### src/rtl/lsu_if.sv
// Data-memory request/acknowledge bus between the load/store unit and memory.
// The master side issues requests; the slave side answers with ack and read data.
interface lsu_if;
    logic        mem_req;
    logic        mem_we;
    logic [31:0] mem_addr;
    logic [31:0] mem_wdata;
    logic [3:0]  mem_wstrb;
    logic        mem_ack;
    logic [31:0] mem_rdata;

    modport master (
        output mem_req,
        output mem_we,
        output mem_addr,
        output mem_wdata,
        output mem_wstrb,
        input  mem_ack,
        input  mem_rdata
    );

    modport slave (
        input  mem_req,
        input  mem_we,
        input  mem_addr,
        input  mem_wdata,
        input  mem_wstrb,
        output mem_ack,
        output mem_rdata
    );
endinterface

### src/rtl/lsu.sv
// RV32I load/store unit: one data-memory access per request, with lane steering,
// load extension, and misalignment / illegal-funct3 / ack-timeout reporting.
module lsu #(
    parameter int unsigned TIMEOUT_CYCLES = 255
) (
    input  logic        i_clk,
    input  logic        i_rst_n,
    input  logic        i_valid,
    output logic        o_ready,
    input  logic [31:0] i_addr,
    input  logic [31:0] i_wdata,
    input  logic [2:0]  i_funct3,
    input  logic        i_is_store,
    output logic        o_done,
    output logic [31:0] o_rdata,
    output logic        o_misaligned,
    output logic        o_illegal,
    output logic        o_bus_err,
    lsu_if.master       mem_if
);

    localparam int unsigned CW = (TIMEOUT_CYCLES > 1) ? $clog2(TIMEOUT_CYCLES) : 1;

    typedef enum logic [1:0] {
        StIdle,
        StWait,
        StDone
    } state_e;

    state_e      r_state;
    logic [CW-1:0] r_cnt;
    logic [1:0]  r_addr_lo;
    logic [2:0]  r_funct3;
    logic        r_is_store;
    logic        r_done;
    logic [31:0] r_rdata;
    logic        r_misaligned;
    logic        r_illegal;
    logic        r_bus_err;
    logic        r_mem_req;
    logic        r_mem_we;
    logic [31:0] r_mem_addr;
    logic [31:0] r_mem_wdata;
    logic [3:0]  r_mem_wstrb;

    logic        w_illegal;
    logic        w_misaligned;
    logic [3:0]  w_wstrb;
    logic [31:0] w_wdata;
    logic [31:0] w_shifted;
    logic [15:0] w_half;
    logic [31:0] w_load;
    logic        w_timeout;

    // Request decode on the raw inputs, used only in the accept cycle.
    always_comb begin
        w_illegal    = 1'b0;
        w_misaligned = 1'b0;
        w_wstrb      = 4'b0000;
        w_wdata      = i_wdata;
        if (i_is_store) begin
            w_illegal = (i_funct3[2] == 1'b1) || (i_funct3[1:0] == 2'b11);
        end else begin
            w_illegal = (i_funct3[1:0] == 2'b11) || (i_funct3[2:1] == 2'b11);
        end
        unique case (i_funct3[1:0])
            2'b00: begin
                w_wstrb = 4'b0001 << i_addr[1:0];
                w_wdata = {4{i_wdata[7:0]}};
            end
            2'b01: begin
                w_misaligned = i_addr[0];
                w_wstrb      = i_addr[1] ? 4'b1100 : 4'b0011;
                w_wdata      = {2{i_wdata[15:0]}};
            end
            2'b10: begin
                w_misaligned = (i_addr[1:0] != 2'b00);
                w_wstrb      = 4'b1111;
            end
            default: begin
                w_wstrb = 4'b0000;
            end
        endcase
    end

    // Load lane selection and extension from the acknowledged word.
    always_comb begin
        w_shifted = mem_if.mem_rdata >> {r_addr_lo, 3'b000};
        w_half    = r_addr_lo[1] ? mem_if.mem_rdata[31:16] : mem_if.mem_rdata[15:0];
        case (r_funct3)
            3'b000:  w_load = {{24{w_shifted[7]}}, w_shifted[7:0]};
            3'b001:  w_load = {{16{w_half[15]}}, w_half};
            3'b100:  w_load = {24'h000000, w_shifted[7:0]};
            3'b101:  w_load = {16'h0000, w_half};
            default: w_load = mem_if.mem_rdata;
        endcase
    end

    // r_cnt counts WAIT cycles already elapsed without ack.
    assign w_timeout = (TIMEOUT_CYCLES > 0) && (r_cnt == CW'(TIMEOUT_CYCLES - 1));

    always_ff @(posedge i_clk or negedge i_rst_n) begin
        if (!i_rst_n) begin
            r_state      <= StIdle;
            r_cnt        <= '0;
            r_addr_lo    <= 2'b00;
            r_funct3     <= 3'b000;
            r_is_store   <= 1'b0;
            r_done       <= 1'b0;
            r_rdata      <= 32'h0;
            r_misaligned <= 1'b0;
            r_illegal    <= 1'b0;
            r_bus_err    <= 1'b0;
            r_mem_req    <= 1'b0;
            r_mem_we     <= 1'b0;
            r_mem_addr   <= 32'h0;
            r_mem_wdata  <= 32'h0;
            r_mem_wstrb  <= 4'b0000;
        end else begin
            case (r_state)
                StIdle: begin
                    if (i_valid) begin
                        r_addr_lo  <= i_addr[1:0];
                        r_funct3   <= i_funct3;
                        r_is_store <= i_is_store;
                        if (w_illegal) begin
                            r_state   <= StDone;
                            r_done    <= 1'b1;
                            r_illegal <= 1'b1;
                            r_rdata   <= 32'h0;
                        end else if (w_misaligned) begin
                            r_state      <= StDone;
                            r_done       <= 1'b1;
                            r_misaligned <= 1'b1;
                            r_rdata      <= 32'h0;
                        end else begin
                            r_state     <= StWait;
                            r_cnt       <= '0;
                            r_mem_req   <= 1'b1;
                            r_mem_we    <= i_is_store;
                            r_mem_addr  <= {i_addr[31:2], 2'b00};
                            r_mem_wdata <= w_wdata;
                            r_mem_wstrb <= i_is_store ? w_wstrb : 4'b0000;
                        end
                    end
                end
                StWait: begin
                    // Ack takes priority over a timeout expiring in the same cycle.
                    if (mem_if.mem_ack) begin
                        r_state     <= StDone;
                        r_done      <= 1'b1;
                        r_rdata     <= r_is_store ? 32'h0 : w_load;
                        r_mem_req   <= 1'b0;
                        r_mem_we    <= 1'b0;
                        r_mem_wstrb <= 4'b0000;
                    end else if (w_timeout) begin
                        r_state     <= StDone;
                        r_done      <= 1'b1;
                        r_bus_err   <= 1'b1;
                        r_rdata     <= 32'h0;
                        r_mem_req   <= 1'b0;
                        r_mem_we    <= 1'b0;
                        r_mem_wstrb <= 4'b0000;
                    end else begin
                        r_cnt <= r_cnt + 1'b1;
                    end
                end
                default: begin
                    r_state      <= StIdle;
                    r_done       <= 1'b0;
                    r_misaligned <= 1'b0;
                    r_illegal    <= 1'b0;
                    r_bus_err    <= 1'b0;
                end
            endcase
        end
    end

    assign o_ready          = (r_state == StIdle);
    assign o_done           = r_done;
    assign o_rdata          = r_rdata;
    assign o_misaligned     = r_misaligned;
    assign o_illegal        = r_illegal;
    assign o_bus_err        = r_bus_err;
    assign mem_if.mem_req   = r_mem_req;
    assign mem_if.mem_we    = r_mem_we;
    assign mem_if.mem_addr  = r_mem_addr;
    assign mem_if.mem_wdata = r_mem_wdata;
    assign mem_if.mem_wstrb = r_mem_wstrb;

endmodule

### src/flat_wrapper.sv
// flat-port wrapper written by rule: the top's interface ports become plain ports
module lsu_flat 
#(
    parameter int unsigned TIMEOUT_CYCLES = 255
)
  (i_clk, i_rst_n, i_valid, o_ready, i_addr, i_wdata, i_funct3, i_is_store, o_done, o_rdata, o_misaligned, o_illegal, o_bus_err, mem_if_mem_req, mem_if_mem_we, mem_if_mem_addr, mem_if_mem_wdata, mem_if_mem_wstrb, mem_if_mem_ack, mem_if_mem_rdata);
  lsu_if mem_if_i ();
  input  logic i_clk;
  input  logic i_rst_n;
  input  logic i_valid;
  output logic o_ready;
  input  logic [31:0] i_addr;
  input  logic [31:0] i_wdata;
  input  logic [2:0] i_funct3;
  input  logic i_is_store;
  output logic o_done;
  output logic [31:0] o_rdata;
  output logic o_misaligned;
  output logic o_illegal;
  output logic o_bus_err;
  output wire logic [$bits(mem_if_i.mem_req)-1:0] mem_if_mem_req;
  output wire logic [$bits(mem_if_i.mem_we)-1:0] mem_if_mem_we;
  output wire logic [$bits(mem_if_i.mem_addr)-1:0] mem_if_mem_addr;
  output wire logic [$bits(mem_if_i.mem_wdata)-1:0] mem_if_mem_wdata;
  output wire logic [$bits(mem_if_i.mem_wstrb)-1:0] mem_if_mem_wstrb;
  input wire logic [$bits(mem_if_i.mem_ack)-1:0] mem_if_mem_ack;
  input wire logic [$bits(mem_if_i.mem_rdata)-1:0] mem_if_mem_rdata;
  assign mem_if_mem_req = mem_if_i.mem_req;
  assign mem_if_mem_we = mem_if_i.mem_we;
  assign mem_if_mem_addr = mem_if_i.mem_addr;
  assign mem_if_mem_wdata = mem_if_i.mem_wdata;
  assign mem_if_mem_wstrb = mem_if_i.mem_wstrb;
  assign mem_if_i.mem_ack = mem_if_mem_ack;
  assign mem_if_i.mem_rdata = mem_if_mem_rdata;
  lsu #(.TIMEOUT_CYCLES(TIMEOUT_CYCLES)) u_core (.i_clk(i_clk), .i_rst_n(i_rst_n), .i_valid(i_valid), .o_ready(o_ready), .i_addr(i_addr), .i_wdata(i_wdata), .i_funct3(i_funct3), .i_is_store(i_is_store), .o_done(o_done), .o_rdata(o_rdata), .o_misaligned(o_misaligned), .o_illegal(o_illegal), .o_bus_err(o_bus_err), .mem_if(mem_if_i));
endmodule
### config.mk
export PLATFORM = sky130hd
export DESIGN_NAME = lsu_flat
export DESIGN_NICKNAME = d
export VERILOG_FILES = /design/src/rtl/lsu_if.sv /design/src/rtl/lsu.sv /design/src/flat_wrapper.sv
export SDC_FILE = /design/constraint.sdc
export NUM_CORES = 1
export LEC_CHECK = 0
export CAP_MARGIN = 15
export CORE_AREA = 2 2 110 112
export CTS_BUF_LIST = sky130_fd_sc_hd__clkbuf_4
export DETAILED_ROUTE_END_ITERATION = 12
export DIE_AREA = 0 0 112 114
export PLACE_DENSITY_LB_ADDON = 0.12
export REMOVE_ABC_BUFFERS = 1
export SLEW_MARGIN = 10
export SYNTH_ARGS = -nofsm -noshare
export SYNTH_HDL_FRONTEND = slang
export SYNTH_SLANG_ARGS = --single-unit
### constraint.sdc
create_clock -name i_clk -period 4.4 [get_ports i_clk]
set_clock_uncertainty 0.15 [all_clocks]
set_input_delay 0.88 -clock i_clk [delete_from_list [all_inputs] [get_ports i_clk]]
set_output_delay 0.88 -clock i_clk [all_outputs]
set_load 0.02 [all_outputs]
After elaboration in Yosys (flattened, before gate mapping). Index checks and enable logic that the tools add are counted.

Register bits: 120. Bits in latches: 0. RAM bits: 0. Bits in read-only memories: 0. Input port bits: 104. Output and inout port bits: 107. Logic and storage cells: 115. Memories kept: 0.

$add $sub $neg: 1. $mul: 0. Divide/modulo/power cells: 0. $lt $le $gt $ge: 0. Eq/ne operators: 19. Shift operators: 2. Mux-type cells: 57. Bitwise operators: 4. Reduce and logical (&&, ||, !) cells: 17.

Operators with widths (count): $mux W32 (6); $pmux W32 S2 (2); $pmux W32 S4 (1); $mux W8 (5); $shr A32 B5 Y8 (1); $mux W4 (7); $mux W1 (19); $mux W16 (1); $pmux W8 S2 (1); $pmux W1 S2 (7); $pmux W4 S3 (1); $reduce_and A4 Y1 (3); $mux W2 (5); $ne A2 B2 Y1 const B (5); $reduce_and A3 Y1 (3); $add A8 B1 Y8 const B (1); $eq A8 B8 Y1 const B (1); $pmux W4 S2 (1); $eq A2 B2 Y1 const B (3); $eq A3 B3 Y1 const B (2); $ne A2 B1 Y1 const B (3); $reduce_and A6 Y1 (1); $reduce_and A5 Y1 (1); $eq A2 B1 Y1 const B (2); 11 further kinds (18).

Longest topological paths before layout. Gate-level depths: netlist (run 1).

Depth in word-level cells: 7. Depth in mapped cells: 9. Mapped depth without buffers: 7.

Worst setup path after synthesis (run 1). Ideal clock, no wire load.

Path kind: input -> register. From: input port i_funct3[0]. To: register u_core.r_cnt[6]. Library setup time: 0.124 ns. Arrival: 2.552 ns. Data required time: 4.126 ns. Path slack: 1.574 ns. Stages on the path: 9. Buffers on the path: 2. Cell sequence: inv_1 > ha_1 > o211a_1 > or2_2 > or3_1 > clkbuf_1 > clkbuf_1 > o211ai_1 > nand2_1.

Longest elaborated chain between the ends: 5. Elaborated cells on any way between the ends: 10. Those cells by class: eq/ne (5); mux (2); reduce/logical (3).

Ends and longest elaborated chain: start, declared (RTL line flat_wrapper.sv:14) `input logic [2:0] i_funct3;`; $eq A2 B2 Y1 (RTL line lsu.sv:62, lsu.sv:64); $logic_or A1 B1 Y1 (on tied branches) (RTL line lsu.sv:64, lsu.sv:62); $mux W1 (RTL line lsu.sv:61) `if (i_is_store) begin`; $ne A2 B2 Y1 (no line); $reduce_and A6 Y1 (no line) (*); end signal, assigned (RTL line lsu.sv:165) `r_cnt <= r_cnt + 1'b1;`; end, declared (RTL line lsu.sv:31) `logic [CW-1:0] r_cnt;`.

Mark *: on every way between the ends. The rest lies on a longest branch, timed or not. A chain may end at the register's enable or synchronous reset.

Final worst setup path (run 1).
From: input port i_funct3[0]. To: register u_core.r_mem_addr[9] (netlist: u_core.mem_if.mem_addr[9]).

Longest elaborated chain between the ends: 5. Elaborated cells on any way between the ends: 10. Those cells by class: eq/ne (3); mux (2); bitwise (2); reduce/logical (3).

Ends and longest elaborated chain: $eq A2 B2 Y1 (RTL line lsu.sv:62, lsu.sv:64); $logic_or A1 B1 Y1 (on tied branches) (RTL line lsu.sv:64, lsu.sv:62); $mux W1 (RTL line lsu.sv:61); $not A1 Y1 (no line); $reduce_and A4 Y1 (no line) (*); end signal, assigned (RTL line lsu.sv:141) `r_mem_addr <= {i_addr[31:2], 2'b00};`; end, declared (RTL line lsu.sv:42) `logic [31:0] r_mem_addr;`.

Marked as above.

==> results of run 1 <==
## worst reg2reg max path, cell delays in order (launching register included)
cell,delay [ns]
dfrtp_1,0.52
or3b_4,0.52
or3_2,0.87
buf_4,0.36
nand2_1,0.09
nand2_1,0.06
## cell usage after synthesis, types with 8 or more instances
master / count
a21oi_1: 13
a221oi_1: 8
a22o_1: 21
a22oi_1: 8
a31oi_1: 8
a32o_1: 9
buf_2: 9
clkbuf_1: 23
dfrtp_1: 120
mux2_2: 8
mux2i_1: 9
nand2_1: 165
nand2b_1: 29
nor2_1: 43
o21ai_0: 17
## area by class of cell
class | instances | area, um2 | area share
tap | 147 | 184 | 0.0231
multi-input combinational | 408 | 2350 | 0.295
timing repair buffer | 217 | 2160 | 0.271
clock buffer | 17 | 128 | 0.0160
clock inverter | 15 | 113 | 0.0141
inverter | 7 | 26.3 | 0.00330
sequential | 120 | 3000 | 0.377
## report_power, final
| part | total (mW) | switching, mW | internal [mW] | leakage [nW] |
|---|---|---|---|---|
| Sequential | 1.72 | 0.267 | 1.46 | 1.53 |
| Clock | 0.686 | 0.418 | 0.268 | 0.130 |
| Combinational | 1.91 | 0.985 | 0.921 | 1.91 |
| Total | 4.31 | 1.67 | 2.64 | 3.57 |
## flip-flops by register name (all words and copies together), names as in the netlist
name and flops:
u_core.o_illegal 1, u_core.o_done 1, u_core.r_state 2, u_core.r_addr_lo 2, u_core.o_misaligned 1, u_core.o_bus_err 1
u_core.mem_if.mem_wdata 32, u_core.r_funct3 3, u_core.r_is_store 1, u_core.mem_if.mem_wstrb 4, u_core.o_rdata 32, u_core.mem_if.mem_we 1
u_core.mem_if.mem_addr 30, u_core.mem_if.mem_req 1, u_core.r_cnt 8
## timing repair
item,in CTS,in global routing
endpoints found under the hold margin,2,0
setup endpoints to repair,0,0
resized for setup,0,0
hold buffers,1,0
## cell families after synthesis
group                    Yosys count
adder cells (fa/ha/maj)            6
other                              1
multiplexers                      18
XOR/XNOR                           1
AND/OR/NAND/NOR                  265
flip-flops                       120
buffers and inverters             43
AO/OA/AOI/OAI                    116
## stage by stage
stage	area (um2)	hold WS, ns	util	instances
final	7960	0.333	0.680	931
after global routing	7960	0.357	0.680	931
after CTS	7960	0.338	0.680	931
after detailed placement	7710	0.311	0.659	898
after global placement	7710	0.308	0.659	898
after floorplan	5370	0.316	-	535
## path summary, 6_finish.rpt
kind	to	slack, ns	cells past startpoint
setup / recovery	u_core.mem_if.mem_addr[9]	1.03	9
setup reg to reg	u_core.mem_if.mem_addr[9]	1.74	5
hold / removal	u_core.mem_if.mem_wdata[6]	0.33	2
min in group asynchronous	u_core.o_rdata[21]	0.52	2
max in group asynchronous	u_core.o_rdata[12]	2.79	3
hold reg to reg	u_core.mem_if.mem_wdata[6]	0.33	2
## layer usage
layer / part of all wire / up-vias / track usage
met5: 0 / - / 0
met4: 0.033 / 0 / 0.124
met3: 0.060 / 37 / 0.0574
met2: 0.48 / 182 / 0.391
met1: 0.43 / 2459 / 0.324
li1: - / 2374 / -
==> results.py, run 1 <==
metrics = {
    "logic_synthesis": {
        "yosys.cell_types.count": 50,
        "syn_inst": 570,
        "synth_top_family_by_area": "simple AND/OR/NAND/NOR gates",
        "synth_compound_area_frac": 0.162,
        "async_reset_ff_frac": 1.00,
        "synthSimpleGateAreaFrac": 0.208,
        "synth_warnings": 0,
        "synth_top_area_cell": "dfrtp_1",
        "post_synth_xor_area_fraction": 0.00158,
        "netlist_top_cells_area": "dfrtp_1 (54%), nand2_1 (11%), a22o_1 (3.3%)",
        "syn_area_per_cell_um2": 9.70,
        "ys.flop_type": "dfrtp_1",
        "syn-cell-area_um2": 5530,
        "synthAdderAreaFrac": 0.0136,
        "synthMuxAreaShare": 0.0367,
        "ys_ff_latch": 120,
        "synth_edf_count": 0,
        "netlist.area_leader.share": 0.543,
        "seq_area_frac_synth": 0.543,
    },
    "global_routing": {
        "grt_pass1_wl_um": 24800,
        "grt_max_degree": 119,
        "grt_pass1_vias": 4948,
        "grt_overflow": 0,
        "antenna_found_initial": 0,
        "track_usage": 0.247,
    },
    "critical_path": {
        "slowest_stage": "or3_2",
        "start_kind": "input pin",
        "cp_top_family": "simple AND/OR/NAND/NOR gates",
        "critPathMaxStageDelay_ns": 0.78,
        "r2r-start": "u_core.r_state[0]",
        "crit_chain": "clkdlybuf4s50_1, inv_1, ha_1, o211a_1, or2_2, or3_2, buf_4, nand2_1, nand2_1",
        "cp_num_buf_inv": 3,
        "required_ns": 4.68,
        "crit_arrival_ns": 3.65,
        "crit_fanout": 48,
        "cp-end-kind": "flop",
        "startpoint": "i_funct3[0]",
        "crit_top_cell": "nand2_1",
        "worstSetupPathType": "input pin to flop",
    },
    "clock_network": {
        "cts_sinks": 120,
        "cts_tree": "done",
        "path_clk_slew_ns": 0.11,
        "cts_made_buffers": 17,
        "clk_latency_ns": 0.54,
        "cts_root_buffer": "clkbuf_4",
        "clockBufferDepth": 2,
        "cts_max_level": 4,
        "post_cts_buffers": 0,
    },
    "final_layout": {
        "final_common_cell": "clkdlybuf4s50_1",
        "layout_common_cells": "clkdlybuf4s50_1 (207), nand2_1 (165), dfrtp_1 (120)",
        "fin_nets": 881,
        "layout-drive-gt1-share": 0.0753,
        "fillerInstances": 963,
        "syn_to_final_growth_pct": 44.0,
        "n_antenna_cell": 0,
    },
    "placed_design": {
        "portBuffers": 208,
        "pre_cts_ws_ns": 0.497,
        "place_hpwl_um": 11000,
        "place_congestion": 0.856,
    },
    "route": {
        "viasPerCell": 5.43,
        "ant_nets": 0,
        "vias": 5052,
        "initialDrtViolationCount": 442,
        "remaining_drc_errors": 0,
        "wl_um": 15500,
        "drt_pre_antenna_iters": 5,
        "wl_per_cell_um": 16.7,
    },
    "sta": {
        "finalSetupViolCount": 0,
        "tightest_slew_ns": 1.11,
        "maxSlewViolCount": 0,
        "min_period_ns": 3.37,
        "relSlewSlack": 0.261,
        "fin_ws_ns": 1.03,
        "fin_tns_setup_ns": 0,
        "finalCritPeriodShare": 0.766,
        "max_freq_mhz": 297,
        "grt_setup_unrepaired": "false",
        "hold_violations": 0,
    },
    "floorplan": {
        "io_pins": 211,
        "dieArea_um2": 12800,
        "dieHeight_um": 114,
        "core_region_area_um2": 11700,
        "row_count": 40,
        "die_width_um": 112,
        "initial_core_util": 0.472,
    },
    "run": {
        "max-cap-violations": 0,
    },
    "hold_path": {
        "worstHoldStart": "u_core.mem_if.mem_wdata[6]",
        "hold_path_class": "flop to flop",
    },
    "power_and_ir_drop": {
        "ir_drop_mv": 0.339,
        "power.density_nw_per_um2": 542,
        "cellLeakagePower_nw": 3.57,
        "power_mw": 4.31,
    },
    "status": {
        "status": "complete, no violations",
    },
}
Note: power is estimated with default switching activity, not from simulation.
==> inputs of run 2 (changes only) <==
--- a/config.mk
+++ b/config.mk
@@ -6,10 +6,10 @@
 export NUM_CORES = 1
 export LEC_CHECK = 0
 export CAP_MARGIN = 15
-export CORE_AREA = 2 2 110 112
+export CORE_AREA = 2 2 113 115
 export CTS_BUF_LIST = sky130_fd_sc_hd__clkbuf_4
 export DETAILED_ROUTE_END_ITERATION = 12
-export DIE_AREA = 0 0 112 114
+export DIE_AREA = 0 0 115 117
 export PLACE_DENSITY_LB_ADDON = 0.12
 export REMOVE_ABC_BUFFERS = 1
 export SLEW_MARGIN = 10
==> constraint.sdc (replaced) <==
create_clock -name i_clk -period 3.4 [get_ports i_clk]
set_clock_uncertainty 0.15 [all_clocks]
set_input_delay 0.68 -clock i_clk [delete_from_list [all_inputs] [get_ports i_clk]]
set_output_delay 0.68 -clock i_clk [all_outputs]
set_load 0.02 [all_outputs]
==> run 2 against run 1 <==
Compared with the run above:
- clock power is 46% higher
- largest power group unchanged
- sequential cell count is the same
- sequential share of layout area is 0.49 points lower
- via count hardly changed
- combinational power is 31% higher
- die area rose by 5.4%
- wire length increased by 2.7%
- hold slack lost 0.31 ns
==> results.py, run 2 (synthesized netlist as in run 1, its figures left out) <==
metrics = {
    "floorplan": {
        "dieArea_um2": 13500,
        "row_count": 41,
        "dieHeight_um": 117,
        "initial_core_util": 0.449,
        "core_region_area_um2": 12300,
        "die_width_um": 115,
        "io_pins": 211,
    },
    "global_routing": {
        "grt_pass1_wl_um": 25100,
        "antenna_found_initial": 0,
        "grt_max_degree": 66,
        "track_usage": 0.242,
        "grt_pass1_vias": 4957,
        "grt_overflow": 0,
    },
    "clock_network": {
        "cts_tree": "done",
        "path_clk_slew_ns": 0.10,
        "post_cts_buffers": 0,
        "cts_resized": 0,
        "cts_made_buffers": 17,
        "clk_latency_ns": 0.53,
        "cts_max_level": 4,
        "clockBufferDepth": 2,
        "cts_root_buffer": "clkbuf_4",
        "ctsHoldBuffers": 0,
        "cts_sinks": 120,
    },
    "critical_path": {
        "crit_arrival_ns": 3.17,
        "start_kind": "input pin",
        "r2r_end": "u_core.o_rdata[13]",
        "r2r-start": "u_core.r_addr_lo[1]",
        "ff2ff_setup_slack_ns": 0.87,
        "ff2ff_path_depth": 4,
        "startpoint": "i_funct3[0]",
        "cp-end-kind": "flop",
        "crit_end": "u_core.mem_if.mem_wdata[13]",
        "crit_fanout": 65,
        "worstSetupPathType": "input pin to flop",
        "required_ns": 3.67,
    },
    "placed_design": {
        "place_hpwl_um": 11500,
        "portBuffers": 208,
        "dpl_cell_area_um2": 7800,
        "place_congestion": 0.873,
    },
    "hold_path": {
        "hold_path_class": "input pin to async pin",
    },
    "route": {
        "drt_pre_antenna_iters": 5,
        "wl_per_cell_um": 17.0,
        "remaining_drc_errors": 0,
        "initialDrtViolationCount": 365,
        "viasPerCell": 5.40,
        "ant_nets": 0,
        "wl_um": 15900,
        "vias": 5055,
    },
    "sta": {
        "grt_setup_unrepaired": "false",
        "finalCritPeriodShare": 0.854,
        "min_period_ns": 2.90,
        "hold_violations": 0,
        "maxSlewViolCount": 0,
        "finalSetupViolCount": 0,
        "max_freq_mhz": 344,
        "hold_slack_ns": 0.0205,
        "tightest_slew_ns": 1.07,
        "relSlewSlack": 0.284,
    },
    "final_layout": {
        "layout-drive-gt1-share": 0.0738,
        "fin_util": 0.655,
        "final_area_um2": 8070,
        "fillerInstances": 1022,
        "final_common_cell": "clkdlybuf4s50_1",
        "fin_nets": 884,
        "n_antenna_cell": 0,
        "syn_to_final_growth_pct": 45.9,
        "layout_common_cells": "clkdlybuf4s50_1 (207), nand2_1 (165), dfrtp_1 (120)",
    },
    "power_and_ir_drop": {
        "power.density_nw_per_um2": 710,
        "ir_drop_mv": 0.350,
        "cellLeakagePower_nw": 3.62,
    },
    "run": {
        "max-cap-violations": 0,
    },
    "status": {
        "status": "complete, no violations",
    },
}
==> run 2: critical path, cell delays in order <==
cell and delay, ns:
clkdlybuf4s50_1 0.55, inv_1 0.10, ha_1 0.27, o211a_1 0.26, or2_2 0.31, or3_2 0.45, buf_12 0.21, a221oi_1 0.25
nor2_1 0.07
==> run 2: power breakdown <==
group	internal [mW]	total, mW	switching (mW)
sequential	1.88	2.23	0.346
combinational	1.21	2.50	1.29
clock	0.496	1.00	0.508
==> run 2: cell type report <==
cell class                      count  area (um2)  area share
Inverter                            7        26.3     0.00326
Clock inverter                     13         136      0.0169
Multi-Input combinational cell    408        2350       0.291
Timing Repair Buffer              220        2230       0.277
Clock buffer                       18         135      0.0167
Sequential cell                   120        3000       0.372
Tap cell                          150         188      0.0233
==> run 2: worst min path at each step <==
stage / from / slack [ns] / endpoint / depth (start not counted)
after global routing: i_rst_n / 0.03 / u_core.o_rdata[29] / 1
after global placement: u_core.mem_if.mem_addr[11] / 0.31 / u_core.mem_if.mem_addr[11] / 2
after floorplan: i_rst_n / 0.23 / u_core.mem_if.mem_addr[10] / 0
final: i_rst_n / 0.02 / u_core.o_rdata[26] / 1
after detailed placement: u_core.mem_if.mem_addr[5] / 0.31 / u_core.mem_if.mem_addr[5] / 2
after CTS: i_rst_n / 0.01 / u_core.o_rdata[26] / 1
==> run 2: per-layer routing <==
metal  vias up  GRT usage  routed length, um
li1       2370          -                  -
met1      2462      0.316               6850
met2       195      0.388               7750
met3        28     0.0675                981
met4         0     0.0884                367
met5         -          0                  0
==> run 2: metrics by stage <==
stage / worst slack (ns) / std cells / power, mW / TNS (ns)
after detailed placement: -0.0334 / 905 / 4.77 / -0.128
after global routing: 0.431 / 936 / 6.08 / 0
after floorplan: -2.61 / 535 / 3.42 / -134.99
final: 0.495 / 936 / 5.73 / 0
after CTS: 0.558 / 936 / 5.78 / 0
after global placement: 0.106 / 905 / 4.70 / 0
==> inputs of run 3 (changes only) <==
--- a/config.mk
+++ b/config.mk
@@ -8,6 +8,7 @@
 export CAP_MARGIN = 15
 export CORE_AREA = 2 2 113 115
 export CTS_BUF_LIST = sky130_fd_sc_hd__clkbuf_4
+export CTS_CLUSTER_SIZE = 30
 export DETAILED_ROUTE_END_ITERATION = 12
 export DIE_AREA = 0 0 115 117
 export PLACE_DENSITY_LB_ADDON = 0.12
==> results of run 3 <==
Same layout as run 2: the final DEF is identical, and so are final timing and power.
